<file path="src/rtl/dds_wave_gen.sv">
// DDS waveform generator: phase accumulator, saw/triangle/square/DC shaping
// and mid-scale attenuation, with parameter changes deferred to period wraps.
module dds_wave_gen #(
   parameter int PHASE_W = 32
) (
   input  logic               sys_clk,
   input  logic               sys_rst_n,
   input  logic               en,
   input  logic [PHASE_W-1:0] freq_word,
   input  logic [1:0]         wave_sel,
   input  logic [4:0]         amplitude,
   output logic [7:0]         dac_data,
   output logic               dac_valid,
   output logic               cycle_start
);

   localparam logic [1:0] SEL_SAW = 2'd0;
   localparam logic [1:0] SEL_TRI = 2'd1;
   localparam logic [1:0] SEL_SQR = 2'd2;

   logic [PHASE_W-1:0] phase;
   logic [PHASE_W:0]   sum;
   logic               wrap_c;
   logic [1:0]         act_sel;
   logic [1:0]         act_shift;
   logic [1:0]         shift_dec;
   logic               wrap_q;
   logic               en_q;

   logic [7:0]         p;
   logic [7:0]         s_nxt;
   logic [7:0]         s_q;
   logic [1:0]         shift_q;
   logic               wrap_s;
   logic               en_s;

   logic signed [7:0]  d;
   logic signed [7:0]  q;

   assign sum    = {1'b0, phase} + {1'b0, freq_word};
   assign wrap_c = en & sum[PHASE_W];

   always_comb begin
      shift_dec = 2'd0;
      case (amplitude)
         5'd2:    shift_dec = 2'd1;
         5'd4:    shift_dec = 2'd2;
         5'd8:    shift_dec = 2'd3;
         default: shift_dec = 2'd0;
      endcase
   end

   // Phase stage; parameters only move at a wrap or while stopped
   always_ff @(posedge sys_clk or negedge sys_rst_n) begin
      if (!sys_rst_n) begin
         phase     <= '0;
         act_sel   <= SEL_SAW;
         act_shift <= 2'd0;
         wrap_q    <= 1'b0;
         en_q      <= 1'b0;
      end else begin
         if (en) begin
            phase <= sum[PHASE_W-1:0];
         end
         if (wrap_c || !en) begin
            act_sel   <= wave_sel;
            act_shift <= shift_dec;
         end
         wrap_q <= wrap_c;
         en_q   <= en;
      end
   end

   assign p = phase[PHASE_W-1 -: 8];

   always_comb begin
      s_nxt = 8'd128;
      case (act_sel)
         SEL_SAW: s_nxt = p;
         SEL_TRI: s_nxt = p[7] ? ~{p[6:0], 1'b0} : {p[6:0], 1'b0};
         SEL_SQR: s_nxt = p[7] ? 8'd0 : 8'd255;
         default: s_nxt = 8'd128;
      endcase
   end

   always_ff @(posedge sys_clk or negedge sys_rst_n) begin
      if (!sys_rst_n) begin
         s_q     <= 8'd128;
         shift_q <= 2'd0;
         wrap_s  <= 1'b0;
         en_s    <= 1'b0;
      end else begin
         if (en_q) begin
            s_q     <= s_nxt;
            shift_q <= act_shift;
         end
         wrap_s <= wrap_q;
         en_s   <= en_q;
      end
   end

   // s - 128 fits in 8 signed bits, so offset-binary flips just the MSB
   assign d = $signed(s_q ^ 8'h80);
   assign q = d >>> shift_q;

   always_ff @(posedge sys_clk or negedge sys_rst_n) begin
      if (!sys_rst_n) begin
         dac_data    <= 8'd128;
         dac_valid   <= 1'b0;
         cycle_start <= 1'b0;
      end else begin
         if (en_s) begin
            dac_data <= q ^ 8'h80;
         end
         dac_valid   <= en_s;
         cycle_start <= wrap_s;
      end
   end

endmodule

</file>
<file path="config.mk">
export PLATFORM = sky130hd
export DESIGN_NAME = dds_wave_gen
export DESIGN_NICKNAME = d
export VERILOG_FILES = /design/src/rtl/dds_wave_gen.sv
export SDC_FILE = /design/constraint.sdc
export NUM_CORES = 1
export LEC_CHECK = 0
export ABC_AREA = 0
export BUFFER_PORTS_ARGS = -buffer_cell sky130_fd_sc_hd__buf_2
export CORE_ASPECT_RATIO = 0.75
export CORE_UTILIZATION = 61
export CTS_BUF_LIST = sky130_fd_sc_hd__clkbuf_8
export CTS_CLUSTER_SIZE = 25
export DETAILED_ROUTE_END_ITERATION = 16
export PLACE_DENSITY_LB_ADDON = 0.15
export SLEW_MARGIN = 20
export SYNTH_ARGS = -nofsm -noshare
export SYNTH_HDL_FRONTEND = slang
export SYNTH_SLANG_ARGS = --single-unit
</file>
<file path="constraint.sdc">
create_clock -name sys_clk -period 3.7 [get_ports sys_clk]
set_input_delay 0.37 -clock sys_clk [delete_from_list [all_inputs] [get_ports sys_clk]]
set_output_delay 0.37 -clock sys_clk [all_outputs]
set_load 0.01 [all_outputs]
</file>
==> results of run 1 <==
[layout make-up]
class,count,share of cell area
Sequential cell,60,0.306
Timing Repair Buffer,53,0.0550
Clock buffer,9,0.0252
Tap cell,98,0.0250
Multi-Input combinational cell,368,0.559
Inverter,19,0.0145
Clock inverter,7,0.0153
[stage by stage]
stage | utilization | area (um2) | setup slack, ns | hold slack [ns] | cells
3_5_place_dp | 0.684 | 4710 | 0.462 | 0.350 | 598
6_report | 0.712 | 4910 | 0.507 | 0.110 | 614
4_1_cts | 0.712 | 4910 | 0.536 | 0.126 | 614
2_1_floorplan | - | 4410 | 0.909 | 0.0744 | 468
5_1_grt | 0.712 | 4910 | 0.388 | 0.178 | 614
3_3_place_gp | 0.684 | 4710 | 0.484 | 0.336 | 598
[critical path: cells and delay by family (launching register included)]
kind | cells | cell delay, ns
AND/OR/NAND/NOR | 1 | 0.18
multiplexers | 1 | 0.36
adder cells (fa/ha/maj) | 2 | 0.65
AO/OA/AOI/OAI | 5 | 1.50
flip-flops | 1 | 0.39
[cells by family after synthesis]
family,Yosys count
compound gates,155
xor+xnor,25
buf+inv,40
mux,34
simple gates,121
flops,60
fa+ha+maj,33
[power breakdown]
part	switching, mW	internal, mW
clock network	0.299	0.314
registers	0.295	0.964
logic	1.36	1.15
total	1.96	2.43
[registers in the layout (all words and copies together), names as in the netlist]
name / cells
en_s: 1
cycle_start: 1
s_q: 8
phase: 32
act_sel: 2
wrap_s: 1
shift_q: 2
wrap_q: 1
en_q: 1
dac_data: 8
dac_valid: 1
act_shift: 2
[cells in the final DEF (no fill, tap or decap), types with 6 or more instances in the layout]
cell type / instances
dfrtp_1: 58
buf_2: 51
a21oi_1: 42
nor2_1: 40
ha_1: 32
nand2_1: 29
mux2_2: 25
inv_1: 19
xnor2_1: 16
a21o_1: 15
o21ai_0: 15
o21a_1: 14
a211oi_1: 14
nor3_1: 11
o211ai_1: 9
nand3_1: 9
xor2_1: 9
clkbuf_8: 9
o31ai_1: 6
[worst paths after layout]
path / depth (start not counted) / startpoint / to / slack (ns)
setup / recovery: 9 / phase[0] / act_shift[0] / 0.51
hold / removal: 1 / sys_rst_n / phase[9] / 0.11
setup reg to reg: 9 / phase[0] / act_shift[0] / 0.51
hold reg to reg: 0 / wrap_s / cycle_start / 0.37
max in group asynchronous: 2 / sys_rst_n / act_shift[1] / 2.74
min in group sys_clk: 2 / wave_sel[0] / act_sel[0] / 0.25
[metal layers]
metal,part of all wire,wire length (um)
met3,0.072,734
met5,0,0
met1,0.48,4880
met4,0.017,172
met2,0.43,4440
==> results.py, run 1 <==
metrics = {
    "status": {
        "status": "complete, no violations",
    },
    "place": {
        "dp_hpwl_mm": 7.58,
        "gp_congestion": 0.878,
        "portBuffers": 51,
    },
    "critical_path": {
        "start_kind": "flip-flop",
        "end_kind": "flip-flop",
        "cpMaxStageDelayCell": "fa_1",
        "cp.required_ns": 3.93,
        "max_stage_delay_ns": 0.43,
        "crit_path_max_fanout": 4,
        "crit_arrival_ns": 3.42,
        "cp_common_cell": "a211oi_1",
        "critPathKind": "reg -> reg",
        "path_cells": "ha_1, fa_1, a211oi_1, o211ai_1, a211oi_1, nor3_1, o31ai_4, a41oi_4, mux2_4",
    },
    "detailed_routing": {
        "route.detailed.drc": 0,
        "drt_iter0_drc": 246,
        "vias": 3834,
        "avgRoutedWirePerCell_um": 16.6,
        "routed_wirelength_mm": 10.2,
        "first_pass_iters": 5,
        "ant_nets": 0,
        "vias_per_cell": 6.24,
    },
    "sta": {
        "finalSetupViolCount": 0,
        "post-route-period-util": 0.863,
        "hold_viol": 0,
        "worstMarginPinSlew_ns": 0.825,
        "max-slew-margin-rel": 0.450,
        "clock.fmax_mhz": 313,
        "finalCriticalPeriod_ns": 3.19,
        "fin_skew_ns": 0.0108,
        "rsz0062_at_grt": "no",
        "finalSetupTns_ns": 0,
        "drv_slew": 0,
    },
    "logic_synthesis": {
        "synth_flop_cell": "dfrtp_1",
        "synth_top_family_by_area": "compound AO/OA/AOI/OAI gates",
        "synthCells": 468,
        "yosys.area_share.adder": 0.0953,
        "ys_types": 60,
        "synth_compound_area_frac": 0.251,
        "synth_xor_xnor_area_share": 0.0497,
        "seq_area_frac_synth": 0.341,
        "async_flop_share": 1.00,
        "yosysMostFrequentCell": "dfrtp_1",
        "ys_ff_latch": 60,
        "synth.largest_area_cell": "dfrtp_1",
        "yosys.area_share.simple": 0.129,
        "yosysWarningCount": 0,
        "synth_enable_flop_cells": 0,
        "synth_area_um2": 4410,
        "yosysTopAreaCellShare": 0.329,
        "yosys-top-cells-count": "58 x dfrtp_1, 42 x a21oi_1, 40 x nor2_1",
        "synth_mux_area_frac": 0.0973,
        "postSynthAreaPerCell_um2": 9.42,
        "syn_nets": 543,
        "synth_area_leaders": "dfrtp_1 33%, ha_1 9.1%, mux2_2 6.4%",
    },
    "global_route": {
        "grt_max_degree": 45,
        "grt_use_met2": 0.445,
        "antenna_found_initial": 0,
        "gr-max-usage-layer": "met2",
        "use_met3": 0.0798,
        "grt_pass1_vias": 3509,
        "grt_overflow": 0,
        "grt_pass1_wl_mm": 16.7,
        "grt.total_usage": 0.287,
        "grt_use_met1": 0.396,
    },
    "die": {
        "die_area_um2": 7580,
        "chipWidth_um": 100,
        "start_util": 0.639,
        "fp-row-count": 26,
        "die_h_um": 75.6,
        "ios": 52,
        "core_um2": 6900,
    },
    "cts": {
        "cts_buffers": 9,
        "path_clk_slew_ns": 0.08,
        "root_buffer": "clkbuf_8",
        "cts_tree": "yes",
        "cts_setup_buffers": 0,
        "cts_resized": 0,
        "cts.sinks": 60,
        "clk_path_buf_depth": 2,
        "cts_hold_buf": 0,
        "ctsHtreeMaxLevel": 3,
        "clkLatencyLatePin_ns": 0.35,
    },
    "finish": {
        "diodes": 0,
        "nFillCells": 567,
        "multi_input_area_um2": 2750,
        "final_nets": 586,
        "syn_to_final_growth_pct": 11.4,
        "drive_above_1_share": 0.207,
        "seq_area_um2": 1500,
    },
    "pwr": {
        "ir_drop_uv": 423,
        "p_leak_nw": 2.18,
        "power.density_nw_per_um2": 892,
        "finalPower_mw": 4.38,
    },
    "run": {
        "maxCapViolations": 0,
    },
    "worst_hold_path": {
        "holdCritPathClass": "in -> async",
    },
}
Power figures use the tool's default switching activity.
==> inputs of run 2 (changes only) <==
Clock period 3.7 ns to 3.3 ns, I/O delays scaled along.
==> results.py, run 2 (synthesis gave the netlist of run 1 again) <==
metrics = {
    "place": {
        "dp_hpwl_mm": 7.72,
        "dp_cells": 603,
        "portBuffers": 51,
        "placed_area_um2": 4750,
        "gp_congestion": 0.870,
    },
    "global_route": {
        "grt.total_usage": 0.297,
        "grt_overflow": 0,
        "grt_pass1_vias": 3653,
        "grt_max_degree": 30,
        "antenna_found_initial": 0,
        "grt_pass1_wl_mm": 17.4,
    },
    "critical_path": {
        "critPathKind": "reg -> reg",
        "cp.required_ns": 3.53,
        "cp-startpoint": "phase[0]",
        "end_kind": "flip-flop",
        "timing.rr.start": "phase[0]",
        "start_kind": "flip-flop",
        "crit_arrival_ns": 3.22,
        "crit_path_max_fanout": 4,
    },
    "cts": {
        "path_clk_slew_ns": 0.08,
        "cts_tree": "yes",
        "ctsHtreeMaxLevel": 3,
        "clkLatencyLatePin_ns": 0.36,
        "cts.sinks": 60,
        "cts_setup_buffers": 0,
        "root_buffer": "clkbuf_8",
        "cts_buffers": 9,
        "clk_path_buf_depth": 2,
    },
    "finish": {
        "reg_top3": "phase (32), dac_data (8), s_q (8)",
        "utilization": 0.720,
        "final_nets": 592,
        "drive_above_1_share": 0.216,
        "diodes": 0,
        "regMostFlops": "phase",
        "finalInstanceArea_um2": 4970,
        "final_cell_mix": "58 x dfrtp_1, 51 x buf_2, 42 x a21oi_1",
        "largest_reg_flops": 32,
        "syn_to_final_growth_pct": 12.7,
        "final_common_cell": "dfrtp_1",
        "final_cells": 620,
    },
    "sta": {
        "worstMarginPinSlew_ns": 0.788,
        "clock.fmax_mhz": 335,
        "finalCriticalPeriod_ns": 2.99,
        "finalSetupTns_ns": 0,
        "max-slew-margin-rel": 0.461,
        "drv_slew": 0,
        "rsz0062_at_grt": "no",
        "finalSetupViolCount": 0,
        "post-route-period-util": 0.905,
        "hold_viol": 0,
        "timing.hold.ws_ns": 0.217,
        "fin_skew_ns": 0.0127,
    },
    "detailed_routing": {
        "ant_nets": 0,
        "drt_iter0_drc": 347,
        "avgRoutedWirePerCell_um": 16.9,
        "vias": 3864,
        "vias_per_cell": 6.23,
        "routed_wirelength_mm": 10.5,
        "route.detailed.drc": 0,
        "first_pass_iters": 5,
    },
    "die": {
        "die_area_um2": 7580,
        "ios": 52,
        "die_h_um": 75.6,
        "core_um2": 6900,
        "fp-row-count": 26,
        "chipWidth_um": 100,
        "start_util": 0.639,
    },
    "pwr": {
        "ir_drop_uv": 570,
        "p_leak_nw": 2.20,
        "power.density_nw_per_um2": 1000,
    },
    "run": {
        "maxCapViolations": 0,
    },
    "worst_hold_path": {
        "hp-start": "wave_sel[1]",
        "holdCritPathClass": "in -> reg",
    },
    "status": {
        "status": "complete, no violations",
    },
}
==> run 2: per-layer routing <==
metal	vias to the layer above	part of all wire	GRT usage
li1	1856	-	-
met1	1841	0.47	0.422
met2	147	0.45	0.454
met3	20	0.062	0.0523
met4	0	0.019	0.127
met5	-	0	0
==> run 2: worst paths after layout <==
| check | to | slack, ns | cells after the start |
|---|---|---|---|
| max | act_sel[1] | 0.31 | 9 |
| min | act_sel[1] | 0.22 | 2 |
| max reg2reg | act_sel[1] | 0.31 | 9 |
| min reg2reg | wrap_s | 0.35 | 0 |
| max in group asynchronous | s_q[7] | 2.01 | 3 |
| min in group asynchronous | phase[8] | 0.51 | 2 |
==> run 2: layout make-up <==
type                    count  area (um2)
clock inverters             7        76.3
well taps                  98         123
fillers                   561        1930
flip-flops and latches     60        1500
multi-input cells         368        2750
inverters                  19        71.3
clock buffers               9         124
repair buffers             59         318
==> run 2: power by group <==
group	switching (mW)	internal [mW]	total [mW]	leakage, nW
Combinational	1.55	1.32	2.87	1.39
Clock	0.333	0.352	0.685	0.0958
Sequential	0.337	1.08	1.42	0.717
Total	2.22	2.75	4.97	2.20
==> run 2: through the flow <==
| stage | total power, mW | setup slack, ns |
|---|---|---|
| after detailed placement | 4.21 | 0.156 |
| after CTS | 4.93 | 0.196 |
| after global routing | 5.38 | 0.144 |
| final | 4.97 | 0.314 |
| after floorplan | 3.56 | 0.529 |
| after global placement | 4.07 | 0.174 |
==> run 2: critical path: stages (launching register included) <==
cell	delay, ns
dfrtp_1	0.38
ha_1	0.22
fa_1	0.44
a211oi_1	0.32
o211ai_1	0.16
a211oi_2	0.30
nor3_1	0.16
o31ai_4	0.31
a41oi_4	0.21
mux2_4	0.36
==> run 2: timing repair <==
action | 4_1_cts | 5_1_grt
resized for setup | 0 | 1
hold buffers | 1 | 0
setup endpoints to repair | 0 | 4
endpoints found under the hold margin | 19 | 0
==> inputs of run 3 (changes only) <==
Settings changed: CORE_ASPECT_RATIO 0.75 to 2, CORE_UTILIZATION 61 to 66.
Clock period 3.3 ns to 3.7 ns, I/O delays scaled along.
==> results.py, run 3 (synthesis gave the netlist of run 1 again) <==
metrics = {
    "critical_path": {
        "path_cells": "ha_1, fa_1, a211oi_1, o211ai_1, a211oi_1, nor3_1, o31ai_4, a41oi_4, mux2_4",
        "cp_top_family": "compound AO/OA/AOI/OAI gates",
        "crit_arrival_ns": 3.46,
        "cp-endpoint": "act_sel[1]",
        "max_stage_delay_ns": 0.44,
        "path_buf_inv": 0,
        "cp-startpoint": "phase[0]",
        "cp.depth": 9,
        "cpMaxStageDelayCell": "fa_1",
        "timing.rr.start": "phase[0]",
        "cp_common_cell": "a211oi_1",
        "critPathKind": "reg -> reg",
        "timing.rr.end": "act_sel[1]",
        "start_kind": "flip-flop",
        "crit_path_max_fanout": 4,
        "cp.required_ns": 3.95,
        "end_kind": "flip-flop",
        "r2r_slack_ns": 0.48,
        "r2r_cells": 9,
    },
    "cts": {
        "cts_hold_buf": 0,
        "cts_tree": "yes",
        "clk_path_buf_depth": 2,
        "cts.sinks": 60,
        "path_clk_slew_ns": 0.07,
        "cts_buffers": 9,
        "cts_resized": 0,
        "ctsHtreeMaxLevel": 3,
        "root_buffer": "clkbuf_8",
        "cts_setup_buffers": 0,
        "clkLatencyLatePin_ns": 0.36,
    },
    "detailed_routing": {
        "first_pass_iters": 4,
        "vias": 3868,
        "drt_iter0_drc": 184,
        "ant_nets": 0,
        "avgRoutedWirePerCell_um": 18.0,
        "vias_per_cell": 6.40,
        "route.detailed.drc": 0,
        "routed_wirelength_mm": 10.9,
    },
    "finish": {
        "utilization": 0.775,
        "drive_above_1_share": 0.208,
        "final_nets": 588,
        "reg_top3": "phase (32), dac_data (8), s_q (8)",
        "syn_to_final_growth_pct": 11.8,
        "finalInstanceArea_um2": 4930,
        "regMostFlops": "phase",
        "final_cell_mix": "58 x dfrtp_1, 51 x buf_2, 42 x a21oi_1",
        "diodes": 0,
        "final_common_cell": "dfrtp_1",
        "largest_reg_flops": 32,
    },
    "sta": {
        "finalCriticalPeriod_ns": 3.22,
        "finalSetupTns_ns": 0,
        "clock.fmax_mhz": 311,
        "post-route-period-util": 0.869,
        "rsz0062_at_grt": "no",
        "worst_slack_ns": 0.484,
        "hold_viol": 0,
        "drv_slew": 0,
        "worstMarginPinSlew_ns": 0.659,
        "fin_skew_ns": 0.00592,
        "max-slew-margin-rel": 0.560,
        "finalSetupViolCount": 0,
    },
    "place": {
        "portBuffers": 51,
        "placed_area_um2": 4710,
        "dp_hpwl_mm": 8.11,
        "gp_congestion": 0.880,
        "pre_cts_slack_ns": 0.489,
    },
    "run": {
        "maxCapViolations": 0,
    },
    "die": {
        "die_area_um2": 7030,
        "start_util": 0.693,
        "die_h_um": 118,
        "core_um2": 6360,
        "fp-row-count": 41,
        "chipWidth_um": 59.8,
        "ios": 52,
    },
    "pwr": {
        "power.density_nw_per_um2": 910,
        "ir_drop_uv": 553,
        "finalPower_mw": 4.49,
        "p_leak_nw": 2.20,
    },
    "global_route": {
        "antenna_found_initial": 0,
        "grt_overflow": 0,
        "grt.total_usage": 0.341,
        "grt_pass1_vias": 4099,
        "grt_max_degree": 46,
        "grt_pass1_wl_mm": 18.3,
    },
    "worst_hold_path": {
        "holdCritPathClass": "in -> async",
    },
    "status": {
        "status": "complete, no violations",
    },
}
[run 3: changes by cell type in the layout (fill, tap and decap cells not counted), moves of 2 or more]
cell / change
buf_4: -3
clkinv_4: -2
clkinv_2: +2
clkinvlp_4: -2
[run 3: worst min path at each step]
| stage | startpoint | endpoint | slack (ns) | cells after the start |
|---|---|---|---|---|
| floorplan | sys_rst_n | act_sel[0] | 0.07 | 0 |
| global route | sys_rst_n | cycle_start | 0.07 | 1 |
| CTS | sys_rst_n | cycle_start | 0.04 | 1 |
| detailed placement | wrap_s | cycle_start | 0.34 | 0 |
| global placement | wrap_s | cycle_start | 0.33 | 0 |
| finish | sys_rst_n | wrap_s | 0.02 | 1 |
[run 3: where the power goes]
part / internal, mW / switching (mW) / leakage (nW)
Sequential: 0.965 / 0.283 / 0.717
Clock: 0.391 / 0.269 / 0.117
Combinational: 1.16 / 1.42 / 1.37
Total: 2.52 / 1.97 / 2.20
[run 3: cell type report]
type,instances,area [um2]
flip-flops and latches,60,1500
multi-input cells,368,2750
repair buffers,55,285
fillers,464,1430
clock inverters,6,78.8
clock buffers,10,138
inverters,19,71.3
well taps,86,108
[run 3: through the flow]
step | instances | hold slack (ns)
2_1_floorplan | 468 | 0.0744
3_3_place_gp | 588 | 0.331
3_5_place_dp | 588 | 0.345
4_1_cts | 604 | 0.0376
5_1_grt | 604 | 0.0745
6_report | 604 | 0.0215
[run 3: metal layers]
| layer | part of all wire | up-vias | GRT usage |
|---|---|---|---|
| met3 | 0.030 | 46 | 0.0385 |
| met4 | 0.048 | 0 | 0.209 |
| li1 | - | 1856 | - |
| met5 | 0 | - | 0 |
| met1 | 0.35 | 1857 | 0.347 |
| met2 | 0.57 | 109 | 0.619 |
